==> src/rtl/alu_ctrl_seq_if.sv <==
// Decode request/response bundle between the control unit and alu_ctrl_seq.
// master = issuing control unit, slave = the decoder/sequencer.
interface alu_ctrl_seq_if;
  logic       valid_i;
  logic       ready_o;
  logic       flush_i;
  logic       is_immediate_i;
  logic [1:0] ALU_CO_i;
  logic [6:0] FUNC7_i;
  logic [2:0] FUNC3_i;
  logic [4:0] ALU_OP_o;
  logic       op_valid_o;
  logic       md_start_o;
  logic       busy_o;
  logic       illegal_o;

  modport master (
    output valid_i, flush_i, is_immediate_i, ALU_CO_i, FUNC7_i, FUNC3_i,
    input  ready_o, ALU_OP_o, op_valid_o, md_start_o, busy_o, illegal_o
  );

  modport slave (
    input  valid_i, flush_i, is_immediate_i, ALU_CO_i, FUNC7_i, FUNC3_i,
    output ready_o, ALU_OP_o, op_valid_o, md_start_o, busy_o, illegal_o
  );
endinterface

==> src/rtl/alu_ctrl_seq.sv <==
// Registered ALU control decoder with optional RV32M multi-cycle sequencing.
// Define ALU_CTRL_MULDIV_EN to enable M-op decode and the BUSY latency FSM.
module alu_ctrl_seq #(
  parameter int MUL_LAT = 3,
  parameter int DIV_LAT = 33,
  parameter int CNT_W   = 8
) (
  input  logic         clk_i,
  input  logic         rst_n_i,
  alu_ctrl_seq_if.slave bus
);
  localparam logic [4:0] OP_AND  = 5'b00000, OP_OR   = 5'b00001, OP_SUM  = 5'b00010,
                         OP_EQ   = 5'b00011, OP_SLL  = 5'b00100, OP_SRL  = 5'b00101,
                         OP_SRA  = 5'b00111, OP_XOR  = 5'b01000, OP_SUB  = 5'b01010,
                         OP_GE   = 5'b01100, OP_GEU  = 5'b01101, OP_SLT  = 5'b01110,
                         OP_SLTU = 5'b01111;
  localparam logic [6:0] F7_ZERO = 7'b0000000, F7_ALT = 7'b0100000, F7_MD = 7'b0000001;

  if (MUL_LAT < 1 || MUL_LAT > 255 || DIV_LAT < 1 || DIV_LAT > 255 ||
      (2**CNT_W) <= MUL_LAT || (2**CNT_W) <= DIV_LAT) begin : g_bad_param
    $error("alu_ctrl_seq: latency parameters out of range for CNT_W");
  end

  logic [4:0] dec_op;
  logic       dec_ill;
  logic       rdy, accept, md_multi, md_done;
  logic [4:0] op_q;
  logic       vld_q, ill_q;

  always_comb begin
    dec_op  = OP_AND;
    dec_ill = 1'b0;
    case (bus.ALU_CO_i)
      2'b00: dec_op = OP_SUM;
      2'b01: begin
        case (bus.FUNC3_i)
          3'b001:  dec_op = OP_EQ;
          3'b100:  dec_op = OP_GE;
          3'b110:  dec_op = OP_GEU;
          3'b101:  dec_op = OP_SLT;
          3'b111:  dec_op = OP_SLTU;
          default: dec_op = OP_SUB;
        endcase
      end
      2'b10: begin
        if (!bus.is_immediate_i && bus.FUNC7_i == F7_MD) begin
`ifdef ALU_CTRL_MULDIV_EN
          dec_op = {2'b11, bus.FUNC3_i};
`else
          dec_ill = 1'b1;
`endif
        end else begin
          case (bus.FUNC3_i)
            3'b000: begin
              // immediate form has no SUB: funct7 bits are part of the immediate
              if (bus.is_immediate_i || bus.FUNC7_i == F7_ZERO) dec_op = OP_SUM;
              else if (bus.FUNC7_i == F7_ALT)                   dec_op = OP_SUB;
              else                                              dec_ill = 1'b1;
            end
            3'b111: dec_op = OP_AND;
            3'b110: dec_op = OP_OR;
            3'b100: dec_op = OP_XOR;
            3'b010: dec_op = OP_SLT;
            3'b011: dec_op = OP_SLTU;
            3'b001: dec_op = OP_SLL;
            default: begin
              if (bus.FUNC7_i == F7_ZERO)     dec_op = OP_SRL;
              else if (bus.FUNC7_i == F7_ALT) dec_op = OP_SRA;
              else                            dec_ill = 1'b1;
            end
          endcase
        end
      end
      default: dec_ill = 1'b1;
    endcase
  end

  assign accept = bus.valid_i & rdy & ~bus.flush_i;

`ifdef ALU_CTRL_MULDIV_EN
  localparam logic [0:0] S_IDLE = 1'b0, S_BUSY = 1'b1;
  logic [0:0]       state;
  logic [CNT_W-1:0] cnt, lat_sel;
  logic             is_md, start_q;

  assign is_md    = (bus.ALU_CO_i == 2'b10) & ~bus.is_immediate_i & (bus.FUNC7_i == F7_MD);
  assign lat_sel  = bus.FUNC3_i[2] ? CNT_W'(DIV_LAT) : CNT_W'(MUL_LAT);
  assign md_multi = is_md & (lat_sel > CNT_W'(1));
  assign md_done  = (state == S_BUSY) & (cnt == '0);

  // counter starts at LAT-2 so the result pulse lands LAT edges after accept
  always_ff @(posedge clk_i or negedge rst_n_i) begin
    if (!rst_n_i) begin
      state   <= S_IDLE;
      cnt     <= '0;
      start_q <= 1'b0;
    end else begin
      start_q <= 1'b0;
      if (bus.flush_i) begin
        state <= S_IDLE;
        cnt   <= '0;
      end else if (state == S_IDLE) begin
        if (accept && md_multi) begin
          state   <= S_BUSY;
          cnt     <= lat_sel - CNT_W'(2);
          start_q <= 1'b1;
        end
      end else if (cnt == '0) begin
        state <= S_IDLE;
      end else begin
        cnt <= cnt - CNT_W'(1);
      end
    end
  end

  assign rdy            = (state == S_IDLE);
  assign bus.busy_o     = (state == S_BUSY);
  assign bus.md_start_o = start_q;
`else
  assign md_multi       = 1'b0;
  assign md_done        = 1'b0;
  assign rdy            = 1'b1;
  assign bus.busy_o     = 1'b0;
  assign bus.md_start_o = 1'b0;
`endif

  always_ff @(posedge clk_i or negedge rst_n_i) begin
    if (!rst_n_i) begin
      op_q  <= 5'b00000;
      vld_q <= 1'b0;
      ill_q <= 1'b0;
    end else begin
      vld_q <= 1'b0;
      ill_q <= 1'b0;
      if (bus.flush_i) begin
        vld_q <= 1'b0;
      end else if (accept) begin
        op_q <= dec_op;
        if (!md_multi) begin
          vld_q <= 1'b1;
          ill_q <= dec_ill;
        end
      end else if (md_done) begin
        vld_q <= 1'b1;
      end
    end
  end

  assign bus.ready_o    = rdy;
  assign bus.ALU_OP_o   = op_q;
  assign bus.op_valid_o = vld_q;
  assign bus.illegal_o  = ill_q;
endmodule

==> src/flat_wrapper.sv <==
// flat-port wrapper written by rule: the top's interface ports become plain ports
module alu_ctrl_seq_flat 
#(
  parameter int MUL_LAT = 3,
  parameter int DIV_LAT = 33,
  parameter int CNT_W   = 8
)
  (clk_i, rst_n_i, bus_valid_i, bus_flush_i, bus_is_immediate_i, bus_ALU_CO_i, bus_FUNC7_i, bus_FUNC3_i, bus_ready_o, bus_ALU_OP_o, bus_op_valid_o, bus_md_start_o, bus_busy_o, bus_illegal_o);
  alu_ctrl_seq_if bus_i ();
  input  logic clk_i;
  input  logic rst_n_i;
  input wire logic [$bits(bus_i.valid_i)-1:0] bus_valid_i;
  input wire logic [$bits(bus_i.flush_i)-1:0] bus_flush_i;
  input wire logic [$bits(bus_i.is_immediate_i)-1:0] bus_is_immediate_i;
  input wire logic [$bits(bus_i.ALU_CO_i)-1:0] bus_ALU_CO_i;
  input wire logic [$bits(bus_i.FUNC7_i)-1:0] bus_FUNC7_i;
  input wire logic [$bits(bus_i.FUNC3_i)-1:0] bus_FUNC3_i;
  output wire logic [$bits(bus_i.ready_o)-1:0] bus_ready_o;
  output wire logic [$bits(bus_i.ALU_OP_o)-1:0] bus_ALU_OP_o;
  output wire logic [$bits(bus_i.op_valid_o)-1:0] bus_op_valid_o;
  output wire logic [$bits(bus_i.md_start_o)-1:0] bus_md_start_o;
  output wire logic [$bits(bus_i.busy_o)-1:0] bus_busy_o;
  output wire logic [$bits(bus_i.illegal_o)-1:0] bus_illegal_o;
  assign bus_i.valid_i = bus_valid_i;
  assign bus_i.flush_i = bus_flush_i;
  assign bus_i.is_immediate_i = bus_is_immediate_i;
  assign bus_i.ALU_CO_i = bus_ALU_CO_i;
  assign bus_i.FUNC7_i = bus_FUNC7_i;
  assign bus_i.FUNC3_i = bus_FUNC3_i;
  assign bus_ready_o = bus_i.ready_o;
  assign bus_ALU_OP_o = bus_i.ALU_OP_o;
  assign bus_op_valid_o = bus_i.op_valid_o;
  assign bus_md_start_o = bus_i.md_start_o;
  assign bus_busy_o = bus_i.busy_o;
  assign bus_illegal_o = bus_i.illegal_o;
  alu_ctrl_seq #(.MUL_LAT(MUL_LAT), .DIV_LAT(DIV_LAT), .CNT_W(CNT_W)) u_core (.clk_i(clk_i), .rst_n_i(rst_n_i), .bus(bus_i));
endmodule
==> config.mk <==
export PLATFORM = sky130hd
export DESIGN_NAME = alu_ctrl_seq_flat
export DESIGN_NICKNAME = d
export VERILOG_FILES = /design/src/rtl/alu_ctrl_seq_if.sv /design/src/rtl/alu_ctrl_seq.sv /design/src/flat_wrapper.sv
export SDC_FILE = /design/constraint.sdc
export NUM_CORES = 1
export LEC_CHECK = 0
export CAP_MARGIN = 5
export CELL_PAD_IN_SITES_DETAIL_PLACEMENT = 1
export CELL_PAD_IN_SITES_GLOBAL_PLACEMENT = 1
export CORE_UTILIZATION = 26
export DETAILED_ROUTE_END_ITERATION = 10
export HOLD_SLACK_MARGIN = 0.1
export MAX_ROUTING_LAYER = met4
export PLACE_DENSITY = 0.78
export SLEW_MARGIN = 10
export SYNTH_ARGS = -nofsm -noshare
export SYNTH_HDL_FRONTEND = slang
export SYNTH_SLANG_ARGS = --single-unit
==> constraint.sdc <==
create_clock -name clk_i -period 0.9 [get_ports clk_i]
set_clock_uncertainty 0.2 [all_clocks]
set_input_delay 0.09 -clock clk_i [delete_from_list [all_inputs] [get_ports clk_i]]
set_output_delay 0.09 -clock clk_i [all_outputs]
set_load 0.1 [all_outputs]
==> flow_metrics.tcl <==
set metrics [dict create \
    fp.dieArea_sq_um 2200 \
    globalplace.congestion 0.834 \
    max_freq_ghz 0.721 \
    hold_viol_final 6 \
    cts.clk_slew.worst_paths_ns 0.06 \
    hp-class "in2async" \
    ant_nets 0 \
    clk_latency_ns 0.26 \
    yosys-top-cells-count "7 x nor2_1, 6 x a21oi_1, 6 x dfrtp_1" \
    hpwl_microns 1660 \
    min_period_ns 1.39 \
    grt_use_met1_pct 25.9 \
    drive_gt1_share_pct 51.4 \
    cp_max_fo 3 \
    routed_via_density 5.45 \
    yosysWarnings 0 \
    cts_root_buffer "clkbuf_4" \
    synth.largest_area_cell "dfrtp_1" \
    violations "hold timing, setup timing" \
    drtPass1Iterations 4 \
    coreArea_sq_um 1800 \
    grt_usage_pct 25.5 \
    numClockSinks 6 \
    avgSynthCellArea_sq_um 7.51 \
    finalSetupViolations 11 \
    maxCapViolCount 0 \
    outcome "complete, but fails checks" \
    antenna_found_initial 0 \
    fin_crit_sh_pct 154 \
    wl_per_cell_microns 18.4 \
    port_buffers 22 \
    vias 741 \
    nets 129 \
    cts_buffers 3 \
    h-tree-depth 1 \
    met3_usage_pct 5.77 \
    filler_cell_count 218 \
    final_util_pct 61.5 \
    crit_type "in2reg" \
    grt_pass1_wl_microns 3640 \
    yosysSeqAreaShare_pct 28.6 \
    initial_core_util_pct 29.2 \
    drt-total-wl_microns 2510 \
    synthMostInstantiatedCell "nor2_1" \
    crit_required_ns 0.85 \
    async_flop_share_pct 100 \
    grt_max_degree 9 \
    pin_count 27 \
    ys_top_cells_by_area "dfrtp_1 29%, a21oi_1 5.7%, buf_4 5.7%, nor2_1 5.0%, o2111ai_1 3.3%" \
    area_growth_pct 111 \
    grt_pass1_vias 797 \
    grt_busiest_layer "met2" \
    rows 15 \
    ys_seq_elements 6 \
    peakVddDrop_v 0.000701 \
    die_y_microns 47.0 \
    synth-edff-count 0 \
    cp_data_arrival_time_ns 1.34 \
    antenna_cells 0 \
    cts_max_path_buffers 2 \
    grt_util_met2_pct 45.0 \
    netlist.area_leader.share_pct 28.6 \
    cts_tree "done" \
    power_density_nw_per_um2 1280 \
    drt_drc_violations_left 0 \
    p_leak_nw 0.463 \
    grt-ovfl-total 0 \
    ys_types 32 \
    drtIter0Drc 11 \
    rrSetupSlack_ns -0.09 \
    setup_ws_ns -0.488 \
    maxSlewViolCount 0 \
    synth_area_sq_um 526 \
    grt_setup_unrepaired "yes" \
    synth_ff_type "dfrtp_1" \
    die_x_microns 47.0 \
    syn_inst 70 \
    timing.hold.ws_ns -0.126 \
    cp-start-kind "input port" \
    crit_path_end_kind "register" \
]
[logic make-up after synthesis]
logic type	Yosys count	share of synthesized area, %
buffers and inverters	13	12.4
AOI/OAI and AO/OA	24	32.9
other	2	1.43
and+or+nand+nor	25	24.8
DFF	6	28.6
[critical path, cell delays in order]
cell	delay, ns
buf_8	0.09
or4_4	0.54
buf_4	0.18
nor2_1	0.12
o31ai_1	0.12
and3_1	0.20
[per-layer routing]
metal | vias up | routed length (microns)
met2 | 39 | 1390
met1 | 360 | 931
met5 | - | 0
met4 | 0 | 56
li1 | 334 | -
met3 | 8 | 131
[flip-flops by register name (all words and copies together) (netlist names)]
| name | flops |
|---|---|
| u_core.bus.ALU_OP_o | 4 |
| u_core.bus.op_valid_o | 1 |
| u_core.bus.illegal_o | 1 |
[what timing repair did]
item	CTS	global route
resized for setup	50	1
endpoints found under the hold margin	7	6
pin swaps	10	7
buffers inserted	3	3
setup endpoints to repair	12	11
[power by group]
part	leakage [nW]	internal, mW	switching (mW)
Combinational	0.382	0.283	0.479
Sequential	0.0668	0.315	0.0335
Clock	0.0150	0.171	0.138
[through the flow]
stage / area, sq um / worst slack, ns / cells / total power, mW / setup TNS, ns
after floorplan: 562 / -0.562 / 72 / 0.757 / -2.85
after global placement: 937 / -0.982 / 126 / 1.04 / -5.30
after detailed placement: 937 / -1.09 / 126 / 1.06 / -5.78
after CTS: 1080 / -0.522 / 133 / 1.37 / -4.02
after global routing: 1110 / -0.581 / 136 / 1.46 / -4.36
final: 1110 / -0.488 / 136 / 1.42 / -4.00
[path summary, 6_finish.rpt]
path	startpoint	end	cells past startpoint
hold / removal	rst_n_i	u_core.bus.ALU_OP_o[1]	1
setup / recovery	bus_FUNC7_i[6]	u_core.bus.illegal_o	6
min in group clk_i	bus_FUNC7_i[6]	u_core.bus.ALU_OP_o[3]	5
hold reg to reg	u_core.bus.ALU_OP_o[0]	u_core.bus.ALU_OP_o[0]	2
setup reg to reg	u_core.bus.ALU_OP_o[1]	u_core.bus.ALU_OP_o[1]	2
max in group asynchronous	rst_n_i	u_core.bus.ALU_OP_o[0]	1
[layout by cell type (no fill, tap or decap), drive strengths merged, types with 2 or more instances in the layout]
cell type	n
a21oi	6
o221ai	2
dlygate4sd2	9
nand2b	2
clkdlybuf4s50	3
o21bai	2
nand2	4
conb	4
nor3	3
nor2	7
nor2b	2
buf	32
clkbuf	4
a31oi	2
dfrtp	6
o21ai	3
inv	3
nor4	2
o2111ai	2
[area by class of cell]
class / instances / area, sq um / share of cell area (%)
multi-input cells: 53 / 424 / 38.3
flip-flops and latches: 6 / 169 / 15.2
inverters: 4 / 20.0 / 1.81
clock buffers: 4 / 26.3 / 2.37
well taps: 25 / 31.3 / 2.82
repair buffers: 44 / 438 / 39.5
Note: power is estimated with default switching activity, not from simulation.
